--- src/rtl/pad_output_ctrl.sv ---
// pad_output_ctrl: registered drive/release controller for one pad cell with break-before-make turnaround; `PAD_OUT_READBACK_EN adds a sticky readback-conflict checker
module pad_output_ctrl #(
  parameter int PADATTR = 16,
  parameter int TURN_CYCLES = 2,
  localparam int PADATTR_RND = (PADATTR == 0) ? 1 : PADATTR
) (
  input  logic                   clk_i,
  input  logic                   rst_i,
  input  logic                   req_valid_i,
  output logic                   req_ready_o,
  input  logic                   req_oe_i,
  input  logic                   req_data_i,
  input  logic [PADATTR_RND-1:0] req_attr_i,
  output logic                   pad_out_o,
  output logic                   pad_oe_o,
  output logic [PADATTR_RND-1:0] pad_attributes_o,
  input  logic                   pad_sense_i,
  output logic                   busy_o,
  output logic                   conflict_o,
  input  logic                   conflict_clr_i
);
  localparam int CW = (TURN_CYCLES > 0) ? $clog2(TURN_CYCLES + 1) : 1;
  typedef enum logic [1:0] {HIZ, DRIVE, TURN} state_t;
  state_t state_q, state_d;
  logic pad_out_q, pad_out_d, pad_oe_q, pad_oe_d;
  logic [PADATTR_RND-1:0] attr_q, attr_d;
  logic [CW-1:0] cnt_q, cnt_d;
  always_comb begin
    state_d = state_q;
    pad_out_d = pad_out_q;
    pad_oe_d = pad_oe_q;
    attr_d = attr_q;
    cnt_d = cnt_q;
    if (state_q == TURN) begin
      cnt_d = (cnt_q != '0) ? cnt_q - CW'(1) : cnt_q;
      state_d = (cnt_q <= CW'(1)) ? HIZ : TURN;
    end else if (req_valid_i) begin
      attr_d = req_attr_i;
      if (req_oe_i) begin
        pad_out_d = req_data_i;
        pad_oe_d = 1'b1;
        state_d = DRIVE;
      end else if (state_q == DRIVE) begin
        pad_oe_d = 1'b0;
        cnt_d = CW'(TURN_CYCLES);
        state_d = (TURN_CYCLES == 0) ? HIZ : TURN;
      end
    end
  end
  always_ff @(posedge clk_i) begin
    if (rst_i) begin
      state_q <= HIZ;
      pad_out_q <= 1'b0;
      pad_oe_q <= 1'b0;
      attr_q <= '0;
      cnt_q <= '0;
    end else begin
      state_q <= state_d;
      pad_out_q <= pad_out_d;
      pad_oe_q <= pad_oe_d;
      attr_q <= attr_d;
      cnt_q <= cnt_d;
    end
  end
  assign req_ready_o = (state_q != TURN);
  assign busy_o = (state_q == TURN);
  assign pad_out_o = pad_out_q;
  assign pad_oe_o = pad_oe_q;
  assign pad_attributes_o = attr_q;
`ifdef PAD_OUT_READBACK_EN
  // stable_q: pad_out_o has been held in DRIVE for at least one full cycle, so the pad has settled
  logic stable_q, stable_d, conflict_q, conflict_d, mismatch;
  always_comb begin
    mismatch = (state_q == DRIVE) && stable_q && (pad_sense_i != pad_out_q);
    stable_d = (state_q == DRIVE) && (state_d == DRIVE) && (pad_out_d == pad_out_q);
    conflict_d = mismatch | (conflict_q & ~conflict_clr_i);
  end
  always_ff @(posedge clk_i) begin
    if (rst_i) begin
      stable_q <= 1'b0;
      conflict_q <= 1'b0;
    end else begin
      stable_q <= stable_d;
      conflict_q <= conflict_d;
    end
  end
`ifndef SYNTHESIS
  always_ff @(posedge clk_i) begin
    if (!rst_i && mismatch) $error("pad readback mismatch at %0t: out=%b sense=%b", $time, pad_out_q, pad_sense_i);
  end
`endif
  assign conflict_o = conflict_q;
`else
  logic unused_readback;
  assign unused_readback = pad_sense_i ^ conflict_clr_i;
  assign conflict_o = 1'b0;
`endif
endmodule

--- config.mk ---
export PLATFORM = sky130hd
export DESIGN_NAME = pad_output_ctrl
export DESIGN_NICKNAME = d
export VERILOG_FILES = /design/src/rtl/pad_output_ctrl.sv
export SDC_FILE = /design/constraint.sdc
export NUM_CORES = 1
export LEC_CHECK = 0
export ABC_AREA = 1
export BUFFER_PORTS_ARGS = -buffer_cell sky130_fd_sc_hd__buf_4
export CAP_MARGIN = 20
export CORE_ASPECT_RATIO = 0.75
export CORE_MARGIN = 8
export CORE_UTILIZATION = 30
export CTS_CLUSTER_SIZE = 30
export DETAILED_ROUTE_END_ITERATION = 8
export HOLD_SLACK_MARGIN = 0.06
export MAX_ROUTING_LAYER = met4
export SLEW_MARGIN = 20
export SYNTH_ARGS = -nofsm -noshare
export SYNTH_HDL_FRONTEND = slang
export SYNTH_SLANG_ARGS = --single-unit
--- constraint.sdc ---
create_clock -name clk_i -period 3 [get_ports clk_i]
set_input_delay 0.15 -clock clk_i [delete_from_list [all_inputs] [get_ports clk_i]]
set_output_delay 0.15 -clock clk_i [all_outputs]
set_load 0.01 [all_outputs]
# After elaboration in Yosys (flattened, before gate mapping)
# Index checks and enable logic that the tools add are counted.
# W data, S select, Z words.
[word_totals] reg_bits=22 latchBits=0 mem_bits_rw=0 romBits=0 inputBits=23 memories=0
[op_classes] addsub=1 multipliers=0 div_mod_pow=0 magnitude_cmp=1 n_eq_ne=5 shifts=0 muxes=11 bitwise=1 n_reduce_logical=10
[op_table] operator="$mux W2" n=9
[op_table] operator="$reduce_bool A2 Y1" n=4
[op_table] operator="$reduce_and A3 Y1" n=2
[op_table] operator="$ne A2 B1 Y1 const B" n=2
[op_table] operator="$reduce_and A2 Y1" n=2
[op_table] operator="$reduce_and A4 Y1" n=1
[op_table] operator="$reduce_bool A3 Y1" n=1
[op_table] operator="$eq A2 B1 Y1 const B" n=1
[op_table] operator="$eq A2 B2 Y1 const B" n=1
[op_table] operator="$le A2 B1 Y1 const B" n=1
[op_table] operator="$mux W1" n=2
[op_table] operator="$ne A2 B2 Y1 const B" n=1
[op_table] operator="$sub A2 B1 Y2 const B" n=1
[op_table] operator="$not A1 Y1" n=1

# Logic depth before layout (Yosys ltp)
# Gate-level depths: netlist (run 1).
[logic_depth] ltp_word=5 mapped_depth=8 mapped_depth_nobuf=8

# Worst setup path after synthesis (run 1)
# Ideal clock, no wire load.
[synth_timing] path_type="register -> register" from="reg state_q[1]" to="reg attr_q[10] (netlist: pad_attributes_o[10])" t_arrival_ns=0.977 t_required_ns=2.884 setup_slack_ns=1.907 stages_incl_launch_ff=7 path_buffers=1 period_less_slack_ns=1.093 path_cell_list="dfxtp_1 -> inv_2 -> nor2_4 -> nor2_8 -> buf_6 -> o21ai_0 -> nor2_1"
[synth_between] elab_chain_cells=3
[synth_rtl] item="start: declaration" line_no="24" rtl="state_t state_q, state_d;"
[synth_rtl] item="start signal: assignment" line_no="58" rtl="state_q <= state_d;"
[synth_rtl] item="$eq A2 B2 Y1"
[synth_rtl] item="net busy_o" line_no="18" rtl="output logic busy_o,"
[synth_rtl] item="$not A1 Y1 (no source line)"
[synth_rtl] item="$reduce_and A2 Y1 (no source line)"
[synth_rtl] item="end signal: assignment" line_no="61" rtl="attr_q <= attr_d;"
[synth_rtl] item="end: declaration" line_no="26" rtl="logic [PADATTR_RND-1:0] attr_q, attr_d;"
# The timed path passes the listed nets, and every way through them passes these cells.
# A chain may end at the register's enable or synchronous reset.

# Worst setup path in the final report (run 1)
[layout_timing] from="reg state_q[1]" to="out busy_o"
[layout_between] elab_chain_cells=1
[layout_rtl] item="$eq A2 B2 Y1" line_no="66" rtl="assign busy_o = (state_q == TURN);"
[layout_rtl] item="end: declaration" line_no="18"
# Every way passes these cells.

==> results of run 1 <==
## worst max path at each step
stage | end | start | slack (ns)
after floorplan | pad_attributes_o[10] | state_q[1] | 1.91
after global placement | pad_out_o | state_q[0] | 1.83
after detailed placement | pad_attributes_o[10] | state_q[0] | 1.81
after CTS | busy_o | state_q[1] | 1.77
after global routing | pad_attributes_o[13] | state_q[0] | 1.69
final | busy_o | state_q[1] | 1.79
## metrics by stage
stage,utilization,hold slack (ns),cell area [um2],power (mW)
2_1_floorplan,-,0.219,918,0.400
3_3_place_gp,0.416,0.350,1220,0.456
3_5_place_dp,0.416,0.353,1220,0.459
4_1_cts,0.431,0.0745,1260,0.639
5_1_grt,0.431,0.0732,1260,0.665
6_report,0.431,0.0840,1260,0.625
## cell families after synthesis
kind of cell / Yosys count / synth area share
AND/OR/NAND/NOR: 53 / 0.251
AO/OA/AOI/OAI: 26 / 0.149
flip-flops: 22 / 0.480
buffers and inverters: 13 / 0.0899
adder cells (fa/ha/maj): 2 / 0.0272
other: 1 / 0.00408
## state kept, by name, indices dropped and copies added (netlist names)
signal and cells:
pad_oe_o 1, state_q 2, cnt_q 2, pad_out_o 1
pad_attributes_o 16
## synthesized netlist by cell type (2+ instances only)
cell type,count
nand3_1,4
ha_1,2
nand2_1,12
nor2_1,34
a21oi_1,6
o21ai_1,2
inv_1,7
o21ai_0,16
dfxtp_1,22
## where the power goes
part | leakage, nW | total (mW) | switching [mW] | internal (mW)
Combinational | 0.399 | 0.123 | 0.0638 | 0.0597
Sequential | 0.182 | 0.327 | 0.0124 | 0.314
Clock | 0.0216 | 0.174 | 0.0851 | 0.0893
Total | 0.602 | 0.625 | 0.161 | 0.463
## routing by layer
| layer | up-vias | routed length [um] |
|---|---|---|
| met4 | 0 | 0 |
| li1 | 452 | - |
| met1 | 392 | 1130 |
| met5 | - | 0 |
| met2 | 23 | 1080 |
| met3 | 0 | 106 |
## cell type report
| type | count | area [um2] | share of cell area |
|---|---|---|---|
| well taps | 38 | 47.5 | 0.0376 |
| inverters | 9 | 38.8 | 0.0307 |
| repair buffers | 40 | 300 | 0.238 |
| clock buffers | 3 | 41.3 | 0.0327 |
| multi-input cells | 82 | 395 | 0.313 |
| flip-flops and latches | 22 | 440 | 0.349 |
==> impl_metrics.json, run 1 <==
{
  "min_from": "rst_i",
  "initial_core_util": 0.313,
  "syn2layout_area_growth_pct": 37.6,
  "yosys-top-cells-area": "dfxtp_1, nor2_1, o21ai_0",
  "cp_top_family": "flip-flops",
  "max_freq_mhz": 829,
  "path_buf_inv": 2,
  "postCtsSetupRepairBufs": 0,
  "die_w_um": 79.9,
  "yosysTopAreaCellShare": 0.480,
  "slowest_delay_ns": 0.36,
  "grt.overflow.total": 0,
  "gr-usage-met3": 0.0335,
  "io_buffers": 40,
  "synth_edf_count": 0,
  "skew_ns": 0.00329,
  "ys_seq_area_frac": 0.480,
  "status": "complete, no violations",
  "drtPass1Iterations": 4,
  "crit_path_max_fanout": 6,
  "power.density_nw_per_um2": 494,
  "drive_above_1_share": 0.308,
  "worstPathRequired_ns": 2.85,
  "place_inst": 191,
  "clock_path_buffers": 2,
  "grt_pass1_wl_um": 3990,
  "drtIter0Drc": 33,
  "core_area_um2": 2940,
  "routed_wl_um": 2310,
  "grt.busiest_layer": "met2",
  "hp-class": "in -> reg",
  "vias": 867,
  "synthArstFlopShare": 0,
  "cts_tree": "done",
  "dp_hpwl_um": 1800,
  "antenna_left": 0,
  "path_depth": 3,
  "hold_buffers": 0,
  "drc": 0,
  "drv_cap": 0,
  "nets": 183,
  "crit_type": "reg -> out",
  "layout_common_cells": "buf_4, nor2_1, dfxtp_1, o21ai_0, nand2_1",
  "ir_drop_v": 0.000230,
  "fp.dieH_um": 63.9,
  "routed_via_density": 4.47,
  "synth_cell_type_count": 21,
  "final-instance-count-excl-fill": 194,
  "fin_setup_tns_ns": 0,
  "cts-resized-gates": 0,
  "hold_viol": 0,
  "synthCells": 117,
  "final_common_cell": "buf_4",
  "wl_per_cell_um": 11.9,
  "grt_pass1_vias": 898,
  "cp-end-kind": "output pin",
  "synth_fp_nets": 142,
  "cts_root_buffer": "clkbuf_8",
  "dp_slack_ns": 1.81,
  "cp_cell_sequence": "inv_2 -> nor2_4 -> buf_4",
  "boundaryPins": 44,
  "rsz0062_at_grt": "false",
  "rr_endpoint": "pad_attributes_o[10]",
  "track_usage": 0.0954,
  "rr_startpoint": "state_q[0]",
  "clk_pin_slew_ns": 0.07,
  "finalCritPeriodShare": 0.402,
  "r2r_cells": 5,
  "antenna_found_initial": 0,
  "min_period_ns": 1.21,
  "cp-start-kind": "flop",
  "n_fill_cell": 310,
  "worstHoldPathCells": 2,
  "maxSlewViolCount": 0,
  "setup_viol": 0,
  "ys.flop_type": "dfxtp_1",
  "worstSkewPairLatency_ns": 0.25,
  "met1_usage": 0.116,
  "clock_sinks": 22,
  "p_leak_nw": 0.602,
  "dieArea_um2": 5110,
  "yosysWarnings": 0,
  "setup_slack_ns": 1.79,
  "arrival_ns": 1.06,
  "htree_levels": 1,
  "gp_congestion": 0.718,
  "min_to": "pad_out_o",
  "numCtsBuffers": 3,
  "reg2reg_slack_ns": 1.81,
  "use_met2": 0.153,
  "rows": 17,
  "synth-seq-cells": 22,
  "syn-cell-area_um2": 918,
  "slowest_stage": "dfxtp_1",
  "grt_max_degree": 20,
  "num_antenna_cells": 0,
  "syn_avg_cell_area_um2": 7.85,
  "yosys.area.top_type": "dfxtp_1"
}
Note: power is estimated with default switching activity, not from simulation.
==> run 2, diff against run 1 <==
==> constraint.sdc (replaced) <==
create_clock -name clk_i -period 1.2 [get_ports clk_i]
set_input_delay 0.06 -clock clk_i [delete_from_list [all_inputs] [get_ports clk_i]]
set_output_delay 0.06 -clock clk_i [all_outputs]
set_load 0.01 [all_outputs]
==> impl_metrics.json, run 2 (synthesis gave the netlist of run 1 again) <==
{
  "layout_common_cells": "buf_4, nor2_1, dfxtp_1, dlygate4sd3_1, o21ai_0",
  "cp-end-kind": "output pin",
  "syn2layout_area_growth_pct": 58.0,
  "dp_hpwl_um": 1770,
  "cp-start-kind": "flop",
  "drtIter0Drc": 20,
  "rsz0062_at_grt": "true",
  "p_seq_frac": 0.504,
  "fin_setup_tns_ns": 0,
  "grt_pass1_vias": 988,
  "dieArea_um2": 5110,
  "antenna_found_initial": 0,
  "io_buffers": 40,
  "worstPathRequired_ns": 1.14,
  "wl_per_cell_um": 12.2,
  "hp-class": "in -> reg",
  "intPower_mw": 1.20,
  "final_common_cell": "buf_4",
  "skew_ns": 0.00225,
  "clkPwrFrac": 0.271,
  "largest_reg_flops": 16,
  "antenna_left": 0,
  "grt.overflow.total": 0,
  "rr_endpoint": "cnt_q[0]",
  "reg2reg_slack_ns": 0.07,
  "worstHoldPathCells": 3,
  "gp_congestion": 0.698,
  "clock_path_buffers": 2,
  "htree_levels": 1,
  "nets": 201,
  "place_area_um2": 1230,
  "grt_max_degree": 20,
  "multi_input_area_um2": 400,
  "worstSkewPairLatency_ns": 0.25,
  "drc": 0,
  "min_period_ns": 1.15,
  "track_usage": 0.106,
  "die_w_um": 79.9,
  "p_sw_mw": 0.421,
  "final_area_um2": 1450,
  "core_area_um2": 2940,
  "maxSlewViolCount": 0,
  "setup_viol": 0,
  "drtPass1Iterations": 4,
  "p_leak_nw": 0.679,
  "status": "complete, no violations",
  "r2r_cells": 7,
  "grt_pass1_wl_um": 4400,
  "fp.dieH_um": 63.9,
  "rows": 17,
  "clock_sinks": 22,
  "routed_via_density": 4.42,
  "clk_pin_slew_ns": 0.07,
  "routed_wl_um": 2590,
  "power.density_nw_per_um2": 1120,
  "vias": 938,
  "final-instance-count-excl-fill": 212,
  "arrival_ns": 1.09,
  "boundaryPins": 44,
  "switching_share": 0.260,
  "crit_type": "reg -> out",
  "numCtsBuffers": 3,
  "hold_viol": 0,
  "min_to": "pad_out_o",
  "max_freq_mhz": 872,
  "final-seq-area_um2": 443,
  "num_antenna_cells": 0,
  "drv_cap": 0,
  "drive_above_1_share": 0.305,
  "crit_path_max_fanout": 6,
  "initial_core_util": 0.313,
  "rr_startpoint": "state_q[1]",
  "n_fill_cell": 294,
  "cts_root_buffer": "clkbuf_8",
  "min_from": "req_data_i",
  "total_power_mw": 1.62,
  "place_inst": 192,
  "ir_drop_v": 0.000660,
  "p_comb_frac": 0.225,
  "finalHoldWorstSlack_ns": 0.0827,
  "finalCritPeriodShare": 0.956,
  "cts_tree": "done"
}
==> run 2: area by class of cell <==
type / instances / area share
tap: 38 / 0.0328
clock buffer: 3 / 0.0284
sequential: 22 / 0.305
timing repair buffer: 58 / 0.329
multi-input combinational: 82 / 0.276
inverter: 9 / 0.0284
==> run 2: repair_timing <==
action / 4_1_cts / 5_1_grt
pin swaps: 0 / 1
hold buffers: 17 / 0
setup endpoints to repair: 1 / 8
hold endpoints to repair: 20 / 0
resized for setup: 1 / 4
buffers inserted: 0 / 0
==> run 2: worst max-delay path: stages, from the launching register on <==
cell and delay (ns):
dfxtp_1 0.37, inv_2 0.07, nor2_4 0.23, buf_4 0.17
==> run 2: through the flow <==
step                 util  setup WS (ns)
floorplan               -          0.107
global placement    0.419         0.0624
detailed placement  0.419         0.0197
CTS                 0.491         0.0571
global route        0.494        -0.0372
finish              0.494         0.0530
==> run 2: power by group through the flow <==
stage	Combinational [mW]	Sequential, mW	Clock (mW)
after floorplan	0.147	0.852	0
after global placement	0.313	0.830	0
after detailed placement	0.319	0.832	0
after CTS	0.364	0.817	0.469
after global routing	0.399	0.825	0.504
final	0.364	0.818	0.440
==> run 2: routing by layer <==
metal  vias to the layer above  global-route usage  routed length (um)
li1                        489                   -                   -
met1                       420               0.115                1160
met2                        29               0.179                1230
met3                         0              0.0489                 200
met4                         0             0.00679                   0
met5                         -                   -                   0
==> run 2: worst max-delay path by stage <==
stage                     cells past startpoint  slack, ns              endpoint        from
after floorplan                               6       0.11  pad_attributes_o[10]  state_q[1]
after global placement                        5       0.06             pad_out_o  state_q[0]
after detailed placement                      5       0.02  pad_attributes_o[10]  state_q[0]
after CTS                                     4       0.06           req_ready_o  state_q[0]
after global routing                          7      -0.04              cnt_q[1]  state_q[0]
final                                         3       0.05                busy_o  state_q[1]
